[src/rtl/alu_pkg.sv]
// alu_pkg: definitions shared between the ALU and its command queue.
//   ALU_OP_W      opcode width
//   ALU_OP_*      opcode values understood by the ALU
//   alu_cmd_t     command record {opcode, in0, in1} at the default ALU width
//   alu_cmd_w()   packed command width for an arbitrary operand width
package alu_pkg;

  localparam int ALU_OP_W          = 3;
  localparam int ALU_WIDTH_DEFAULT = 16;

  localparam logic [ALU_OP_W-1:0] ALU_OP_ADD  = 3'd0;
  localparam logic [ALU_OP_W-1:0] ALU_OP_SUB  = 3'd1;
  localparam logic [ALU_OP_W-1:0] ALU_OP_AND  = 3'd2;
  localparam logic [ALU_OP_W-1:0] ALU_OP_OR   = 3'd3;
  localparam logic [ALU_OP_W-1:0] ALU_OP_XOR  = 3'd4;
  localparam logic [ALU_OP_W-1:0] ALU_OP_SHL  = 3'd5;
  localparam logic [ALU_OP_W-1:0] ALU_OP_SHR  = 3'd6;
  localparam logic [ALU_OP_W-1:0] ALU_OP_PASS = 3'd7;

  typedef struct packed {
    logic [ALU_OP_W-1:0]          opcode;
    logic [ALU_WIDTH_DEFAULT-1:0] in0;
    logic [ALU_WIDTH_DEFAULT-1:0] in1;
  } alu_cmd_t;

  function automatic int alu_cmd_w(input int width);
    return ALU_OP_W + 2 * width;
  endfunction

endpackage

[src/rtl/alu_sync_fifo.sv]
// alu_sync_fifo: single-clock FIFO with registered pointers carrying an extra
// wrap bit; read data is the current head (no output register, no bypass).
// Pushes while full and pops while empty are ignored.
//   clk, rst_n       clock, asynchronous active-low reset (pointers only)
//   i_push, i_wdata  write request and data
//   i_pop            read request (advances head)
//   o_rdata          head entry
//   o_full, o_empty  status
//   o_level          occupancy 0..DEPTH
module alu_sync_fifo #(
  parameter int W     = 8,
  parameter int DEPTH = 4
) (
  input  logic                                      clk,
  input  logic                                      rst_n,
  input  logic                                      i_push,
  input  logic [W-1:0]                              i_wdata,
  input  logic                                      i_pop,
  output logic [W-1:0]                              o_rdata,
  output logic                                      o_full,
  output logic                                      o_empty,
  output logic [((DEPTH > 1) ? $clog2(DEPTH) : 1):0] o_level
);

  localparam int AW = (DEPTH > 1) ? $clog2(DEPTH) : 1;
  localparam int LW = AW + 1;

  logic [W-1:0] r_mem [DEPTH];
  logic [AW:0]  r_wptr;
  logic [AW:0]  r_rptr;
  logic         w_push;
  logic         w_pop;

  // Wrap the index at DEPTH and toggle the lap bit, so non-power-of-2
  // depths still work.
  function automatic logic [AW:0] ptr_inc(input logic [AW:0] p);
    if (p[AW-1:0] == AW'(DEPTH - 1)) return {~p[AW], {AW{1'b0}}};
    return p + LW'(1);
  endfunction

  assign w_push  = i_push && !o_full;
  assign w_pop   = i_pop && !o_empty;
  assign o_empty = (r_wptr == r_rptr);
  assign o_full  = (r_wptr[AW] != r_rptr[AW]) && (r_wptr[AW-1:0] == r_rptr[AW-1:0]);
  assign o_rdata = r_mem[r_rptr[AW-1:0]];

  always_comb begin
    o_level = '0;
    if (r_wptr[AW] == r_rptr[AW]) o_level = LW'(r_wptr[AW-1:0]) - LW'(r_rptr[AW-1:0]);
    else                          o_level = LW'(DEPTH) - LW'(r_rptr[AW-1:0]) + LW'(r_wptr[AW-1:0]);
  end

  // Control: pointers
  always_ff @(posedge clk or negedge rst_n) begin
    if (!rst_n) begin
      r_wptr <= '0;
      r_rptr <= '0;
    end else begin
      if (w_push) r_wptr <= ptr_inc(r_wptr);
      if (w_pop)  r_rptr <= ptr_inc(r_rptr);
    end
  end

  // Data: storage, not reset
  always_ff @(posedge clk) begin
    if (w_push) r_mem[r_wptr[AW-1:0]] <= i_wdata;
  end

endmodule

[src/rtl/alu_cmd_queue.sv]
// alu_cmd_queue: issue stage in front of the ALU.
// Commands {opcode,in0,in1} are buffered in a FIFO and issued one per cycle to
// registered alu_* outputs while a response credit is available. A shift
// register tracks each issued command through the ALU latency and writes
// {overflow,out} into a response FIFO, which is returned in order on rsp_*.
// Credits equal the response FIFO depth, so a result always has room.
// Ports:
//   clk, rst_n                          clock, asynchronous active-low reset
//   cmd_valid/cmd_ready                 command handshake
//   cmd_opcode, cmd_in0, cmd_in1        command fields
//   alu_opcode, alu_in0, alu_in1        registered ALU operands
//   alu_out, alu_overflow               ALU result
//   rsp_valid/rsp_ready                 response handshake
//   rsp_data, rsp_overflow              head response
//   cmd_level                           command FIFO occupancy
// Build option ALU_CMDQ_OVF_STICKY_EN adds ovf_clr (in) / ovf_sticky (out):
// sticky flag set by any overflow result written to the response FIFO.
import alu_pkg::*;

module alu_cmd_queue #(
  parameter int WIDTH     = 16,
  parameter int CMD_DEPTH = 8,
  parameter int RSP_DEPTH = 4,
  parameter int ALU_LAT   = 1
) (
  input  logic                         clk,
  input  logic                         rst_n,
  input  logic                         cmd_valid,
  output logic                         cmd_ready,
  input  logic [ALU_OP_W-1:0]          cmd_opcode,
  input  logic [WIDTH-1:0]             cmd_in0,
  input  logic [WIDTH-1:0]             cmd_in1,
  output logic [ALU_OP_W-1:0]          alu_opcode,
  output logic [WIDTH-1:0]             alu_in0,
  output logic [WIDTH-1:0]             alu_in1,
  input  logic [WIDTH-1:0]             alu_out,
  input  logic                         alu_overflow,
  output logic                         rsp_valid,
  input  logic                         rsp_ready,
  output logic [WIDTH-1:0]             rsp_data,
  output logic                         rsp_overflow,
  output logic [$clog2(CMD_DEPTH):0]   cmd_level
`ifdef ALU_CMDQ_OVF_STICKY_EN
  ,
  input  logic                         ovf_clr,
  output logic                         ovf_sticky
`endif
);

  localparam int CMD_W  = alu_cmd_w(WIDTH);
  localparam int RSP_W  = WIDTH + 1;
  localparam int CRD_W  = $clog2(RSP_DEPTH + 1);
  localparam int RLVL_W = $clog2(RSP_DEPTH) + 1;

  logic              w_cmd_push;
  logic              w_cmd_full;
  logic              w_cmd_empty;
  logic [CMD_W-1:0]  w_cmd_wdata;
  logic [CMD_W-1:0]  w_cmd_head;
  logic              w_issue;
  logic              w_rsp_push;
  logic              w_rsp_pop;
  logic              w_rsp_full;
  logic              w_rsp_empty;
  logic [RSP_W-1:0]  w_rsp_head;
  logic [RLVL_W-1:0] w_rsp_level;
  logic [CRD_W-1:0]  r_credit;
  logic [ALU_LAT:0]  r_inflight;

  assign cmd_ready   = !w_cmd_full;
  assign w_cmd_push  = cmd_valid && !w_cmd_full;
  assign w_cmd_wdata = {cmd_opcode, cmd_in0, cmd_in1};
  assign w_issue     = !w_cmd_empty && (r_credit != '0);
  // Bit ALU_LAT marks the cycle in which alu_out belongs to a tracked command.
  assign w_rsp_push  = r_inflight[ALU_LAT];
  assign w_rsp_pop   = !w_rsp_empty && rsp_ready;
  assign rsp_valid   = !w_rsp_empty;
  assign {rsp_overflow, rsp_data} = w_rsp_head;

  alu_sync_fifo #(.W(CMD_W), .DEPTH(CMD_DEPTH)) u_cmd_fifo (
    .clk     (clk),
    .rst_n   (rst_n),
    .i_push  (w_cmd_push),
    .i_wdata (w_cmd_wdata),
    .i_pop   (w_issue),
    .o_rdata (w_cmd_head),
    .o_full  (w_cmd_full),
    .o_empty (w_cmd_empty),
    .o_level (cmd_level)
  );

  alu_sync_fifo #(.W(RSP_W), .DEPTH(RSP_DEPTH)) u_rsp_fifo (
    .clk     (clk),
    .rst_n   (rst_n),
    .i_push  (w_rsp_push),
    .i_wdata ({alu_overflow, alu_out}),
    .i_pop   (w_rsp_pop),
    .o_rdata (w_rsp_head),
    .o_full  (w_rsp_full),
    .o_empty (w_rsp_empty),
    .o_level (w_rsp_level)
  );

  // Issue stage: operand registers, credit counter, in-flight tracker
  always_ff @(posedge clk or negedge rst_n) begin
    if (!rst_n) begin
      r_credit   <= CRD_W'(RSP_DEPTH);
      r_inflight <= '0;
      alu_opcode <= '0;
      alu_in0    <= '0;
      alu_in1    <= '0;
    end else begin
      r_inflight <= {r_inflight[ALU_LAT-1:0], w_issue};
      case ({w_issue, w_rsp_pop})
        2'b10:   r_credit <= r_credit - CRD_W'(1);
        2'b01:   r_credit <= r_credit + CRD_W'(1);
        default: r_credit <= r_credit;
      endcase
      if (w_issue) {alu_opcode, alu_in0, alu_in1} <= w_cmd_head;
    end
  end

`ifdef ALU_CMDQ_OVF_STICKY_EN
  logic r_ovf_sticky;

  // Set has priority over a same-cycle clear.
  always_ff @(posedge clk or negedge rst_n) begin
    if (!rst_n)                           r_ovf_sticky <= 1'b0;
    else if (w_rsp_push && alu_overflow)  r_ovf_sticky <= 1'b1;
    else if (ovf_clr)                     r_ovf_sticky <= 1'b0;
  end

  assign ovf_sticky = r_ovf_sticky;
`endif

  // Outstanding results (in flight plus buffered) never exceed the credits.
  a_rsp_no_overflow: assert property (@(posedge clk) disable iff (!rst_n)
    !(w_rsp_push && w_rsp_full));
  a_credit_bound: assert property (@(posedge clk) disable iff (!rst_n)
    (int'(r_credit) + int'(w_rsp_level)) <= RSP_DEPTH);

endmodule

[config.mk]
export PLATFORM = sky130hd
export DESIGN_NAME = alu_cmd_queue
export DESIGN_NICKNAME = d
export VERILOG_FILES = /design/src/rtl/alu_pkg.sv /design/src/rtl/alu_sync_fifo.sv /design/src/rtl/alu_cmd_queue.sv
export SDC_FILE = /design/constraint.sdc
export NUM_CORES = 1
export LEC_CHECK = 0
export ABC_AREA = 0
export BUFFER_PORTS_ARGS = -buffer_cell sky130_fd_sc_hd__buf_4
export CAP_MARGIN = 20
export CELL_PAD_IN_SITES_DETAIL_PLACEMENT = 0
export CELL_PAD_IN_SITES_GLOBAL_PLACEMENT = 1
export CORE_UTILIZATION = 47
export CTS_CLUSTER_SIZE = 8
export DETAILED_ROUTE_END_ITERATION = 16
export MAX_ROUTING_LAYER = met4
export PLACE_DENSITY_LB_ADDON = 0.1
export SYNTH_ARGS = -nofsm -noshare
export SYNTH_HDL_FRONTEND = slang
export SYNTH_SLANG_ARGS = --single-unit
export TNS_END_PERCENT = 1
[constraint.sdc]
create_clock -name clk -period 4.25 [get_ports clk]
set_input_delay 0.85 -clock clk [delete_from_list [all_inputs] [get_ports clk]]
set_output_delay 0.85 -clock clk [all_outputs]
set_load 0.01 [all_outputs]
==> summary.txt <==
Outcome
  – Status: finished, final reports clean

Layout
  – Fill cells: 2355
  – Area grow syn2layout: 19.7%
  – Multi-input gate area: 3280 um^2
  – Layout cell share with drive strength beyond 1: 31.3%
  – Layout Utilization: 57.6%
  – Layout Nets: 986
  – Storage element area: 11800 um^2

Placed design
  – Port-buffer cells: 113
  – Hpwl dp: 17200 um
  – Setup WS pre-CTS: 1.40 ns
  – Gp weighted congestion: 0.745

Global routing
  – Gr ovfl total: 0
  – Initial antenna violation count: 1
  – Largest net degree at the start of global routing: 55
  – First-pass GRT wire length: 47400 um
  – Gr usage total: 19.8%
  – Vias in the first global route: 8003

Worst setup path
  – Crit path capture: cmd_level[2]
  – R2R depth: 6
  – Critical Path Start Type: register
  – Crit. End Element: output port
  – Slowest stage delay, CP: 0.50 ns
  – Crit-path leading delay family: adder cells
  – Reg-to-Reg End: u_cmd_fifo.r_mem[2][13]$_DFFE_PP_
  – CP max stage cell: fa_1
  – Worst path required time: 3.40 ns
  – WP depth: 4
  – Crit-path cells: buf_4 > fa_1 > xnor2_1 > buf_4
  – Crit Reg-Reg Startpoint: u_cmd_fifo.r_wptr[2]$_DFFE_PN0P_
  – Worst Path Max Fanout: 33
  – Crit-path most repeated cell: buf_4
  – CP Class: register to output port
  – Critical path arrival: 2.15 ns
  – Crit path from: u_cmd_fifo.r_rptr[1]$_DFFE_PN0P_
  – CP bufs+invs: 2
  – Setup slack, reg-to-reg: 1.40 ns

Routing
  – Total number of vias: 7492
  – Antenna-violating nets left: 0
  – Initial DRC Count: 493
  – Residual DRC: 0
  – Total Wirelength: 30500 um
  – Detail-routed via count per cell: 5.36
  – Pre-antenna DRT Iters: 7
  – Wire length per cell: 21.8 um

Synthesis
  – Yosys warns: 0
  – Flops & latches, synth: 402
  – Area contributors post-synth: edfxtp_1 68%, mux4_2 13%, dfrtp_1 8.7%
  – Cells after synthesis: 760
  – Synthesized Nets: 831
  – Synth Cell Area: 15300 um^2
  – Distinct cells, synth: 30
  – Synth top area share: 68.3%
  – Most area-hungry cell type in the Yosys netlist: edfxtp_1
  – Sequential area share after synthesis: 77.1%
  – Syn avg cell area: 20.1 um^2

Pwr
  – Max IR drop VDD: 0.000532 V
  – Leak: 0.00638 uW
  – PwrDens: 777 nW/um^2

Floorplan
  – Die extent in x: 182 um
  – Die H: 182 um
  – Row Count: 65
  – CORE AREA: 31800 um^2
  – DIE AREA: 33300 um^2
  – Ports: 114
  – Initial Utilization: 48.1%

CTS
  – H-tree depth: 2
  – Max clock buf depth: 3
  – CTS sink cnt: 402
  – Root buffer cell: clkbuf_16
  – Worst skew pair latency: 0.57 ns
  – Worst-path clk slew: 0.05 ns
  – TritonCTS Buffers: 56
  – Post-CTS Setup Inserts: 0
  – # resized after CTS: 0
  – CTS tree: yes
  – Hold bufs inserted after CTS: 0

Timing
  – Setup TNS: 0 ns
  – Worst slew pin tran: 0.986 ns
  – Final min period: 3.00 ns
  – Final setup skew: 0.0138 ns
  – Setup Viol. Count Final: 0
  – Hold violation count in the final report: 0
  – Final period util: 70.5%
  – Slew margin rel.: 34.2%
  – Max-slew violations: 0
  – Max Fclk: 334 MHz
  – RSZ-0062 raised after global routing: false
  – Final WS setup: 1.25 ns

Min path
  – Min-Delay Path Class: register to register
  – Hold Path Depth: 0

Run
  – # Max-Cap Violations: 0
Yosys cell counts:
| cell | count |
|---|---|
| buf_1 | 3 |
| and2_1 | 4 |
| xor2_1 | 7 |
| mux4_2 | 87 |
| inv_1 | 11 |
| edfxtp_1 | 348 |
| a21oi_1 | 1 |
| ha_1 | 13 |
| xnor2_2 | 1 |
| dfstp_2 | 1 |
| o21ai_1 | 2 |
| xnor2_1 | 7 |
| buf_6 | 8 |
| inv_2 | 2 |
| buf_4 | 6 |
| clkbuf_1 | 5 |
| o21ai_0 | 5 |
| buf_2 | 13 |
| dfrtp_1 | 53 |
| a31oi_2 | 2 |
| nor2_1 | 46 |
| mux2_2 | 4 |
| nand2_1 | 79 |
| nand3_1 | 4 |
| a21o_1 | 2 |
| a31oi_1 | 37 |
| fa_1 | 2 |
| o32ai_2 | 1 |
| nand2b_1 | 3 |
| nor3_1 | 3 |
worst register-to-register path: cells and delay by family, from the launching register on:
kind / cells / cell delay (ns)
and+or+nand+nor: 4 / 1.11
DFF: 1 / 0.53
buffers and inverters: 1 / 0.48
adders and majority gates: 1 / 0.34
state kept, by name, summed over array words and instances (netlist names):
name,count
u_cmd_fifo.r_mem,280
u_rsp_fifo.r_mem,68
alu_in0,16
alu_in1,16
u_cmd_fifo.r_rptr,4
u_cmd_fifo.r_wptr,4
alu_opcode,3
r_credit,3
u_rsp_fifo.r_rptr,3
u_rsp_fifo.r_wptr,3
r_inflight,2
worst min path at each step:
| stage | from | end | slack (ns) |
|---|---|---|---|
| floorplan | r_inflight[0]$_DFF_PN0_ | r_inflight[1]$_DFF_PN0_ | 0.33 |
| global placement | r_inflight[0]$_DFF_PN0_ | r_inflight[1]$_DFF_PN0_ | 0.33 |
| detailed placement | r_inflight[0]$_DFF_PN0_ | r_inflight[1]$_DFF_PN0_ | 0.33 |
| CTS | r_inflight[0]$_DFF_PN0_ | r_inflight[1]$_DFF_PN0_ | 0.35 |
| global route | r_inflight[0]$_DFF_PN0_ | r_inflight[1]$_DFF_PN0_ | 0.35 |
| finish | r_inflight[0]$_DFF_PN0_ | r_inflight[1]$_DFF_PN0_ | 0.35 |
area by class of cell:
cell class | count | area share [%]
tap | 435 | 2.97
clock buffer | 100 | 8.55
antenna | 1 | 0.0137
clock inverter | 4 | 0.287
multi-input combinational | 310 | 17.9
inverter | 13 | 0.266
timing repair buffer | 132 | 5.48
sequential | 402 | 64.5
report_power, final:
part,switching [uW],internal [uW],leakage (uW)
sequential,376,5360,0.00380
combinational,2460,2010,0.00182
clock,1560,2470,0.000763
total,4390,9830,0.00638
kinds of logic (layout without fill, tap and decap cells):
logic type,Yosys count,after routing,synth area share [%]
XOR/XNOR,15,15,0.908
adder cells (fa/ha/maj),15,15,1.32
AND/OR/NAND/NOR,139,139,3.58
multiplexers,91,91,13.1
other,0,1,0
buffers and inverters,48,249,1.82
AO/OA/AOI/OAI,50,50,2.14
flip-flops,402,402,77.1
through the flow:
stage	power [uW]	instances	hold slack [ns]	cell area, um^2
after floorplan	8780	760	0.331	15300
after global placement	10300	1292	0.335	16700
after detailed placement	10400	1292	0.335	16700
after CTS	14400	1396	0.346	18300
after global routing	15100	1397	0.347	18300
final	14200	1397	0.347	18300
layout by cell type (no fill, tap or decap), types with 2 or more instances in the layout:
cell	synthesis	layout
edfxtp_1	348	348
buf_4	6	131
mux4_2	87	87
nand2_1	79	79
clkbuf_16	0	56
dfrtp_1	53	50
clkbuf_1	5	44
nor2_1	46	40
a31oi_1	37	37
ha_1	13	13
inv_1	11	11
xor2_1	7	7
xnor2_1	7	7
nor2_4	0	6
o21ai_0	5	5
nand3_1	4	4
and2_1	4	4
mux2_2	4	4
nand2b_1	3	3
inv_2	2	2
a31oi_2	2	2
a21o_1	2	2
o21ai_1	2	2
fa_1	2	2
dfrtp_4	0	2
metal layers:
layer	GRT usage, %	vias up	wire, um
li1	-	3343	-
met1	27.5	3908	13800
met2	30.5	188	14600
met3	3.69	53	1540
met4	5.24	0	548
met5	-	-	0
No activity file was read; power rests on OpenSTA's default activity.
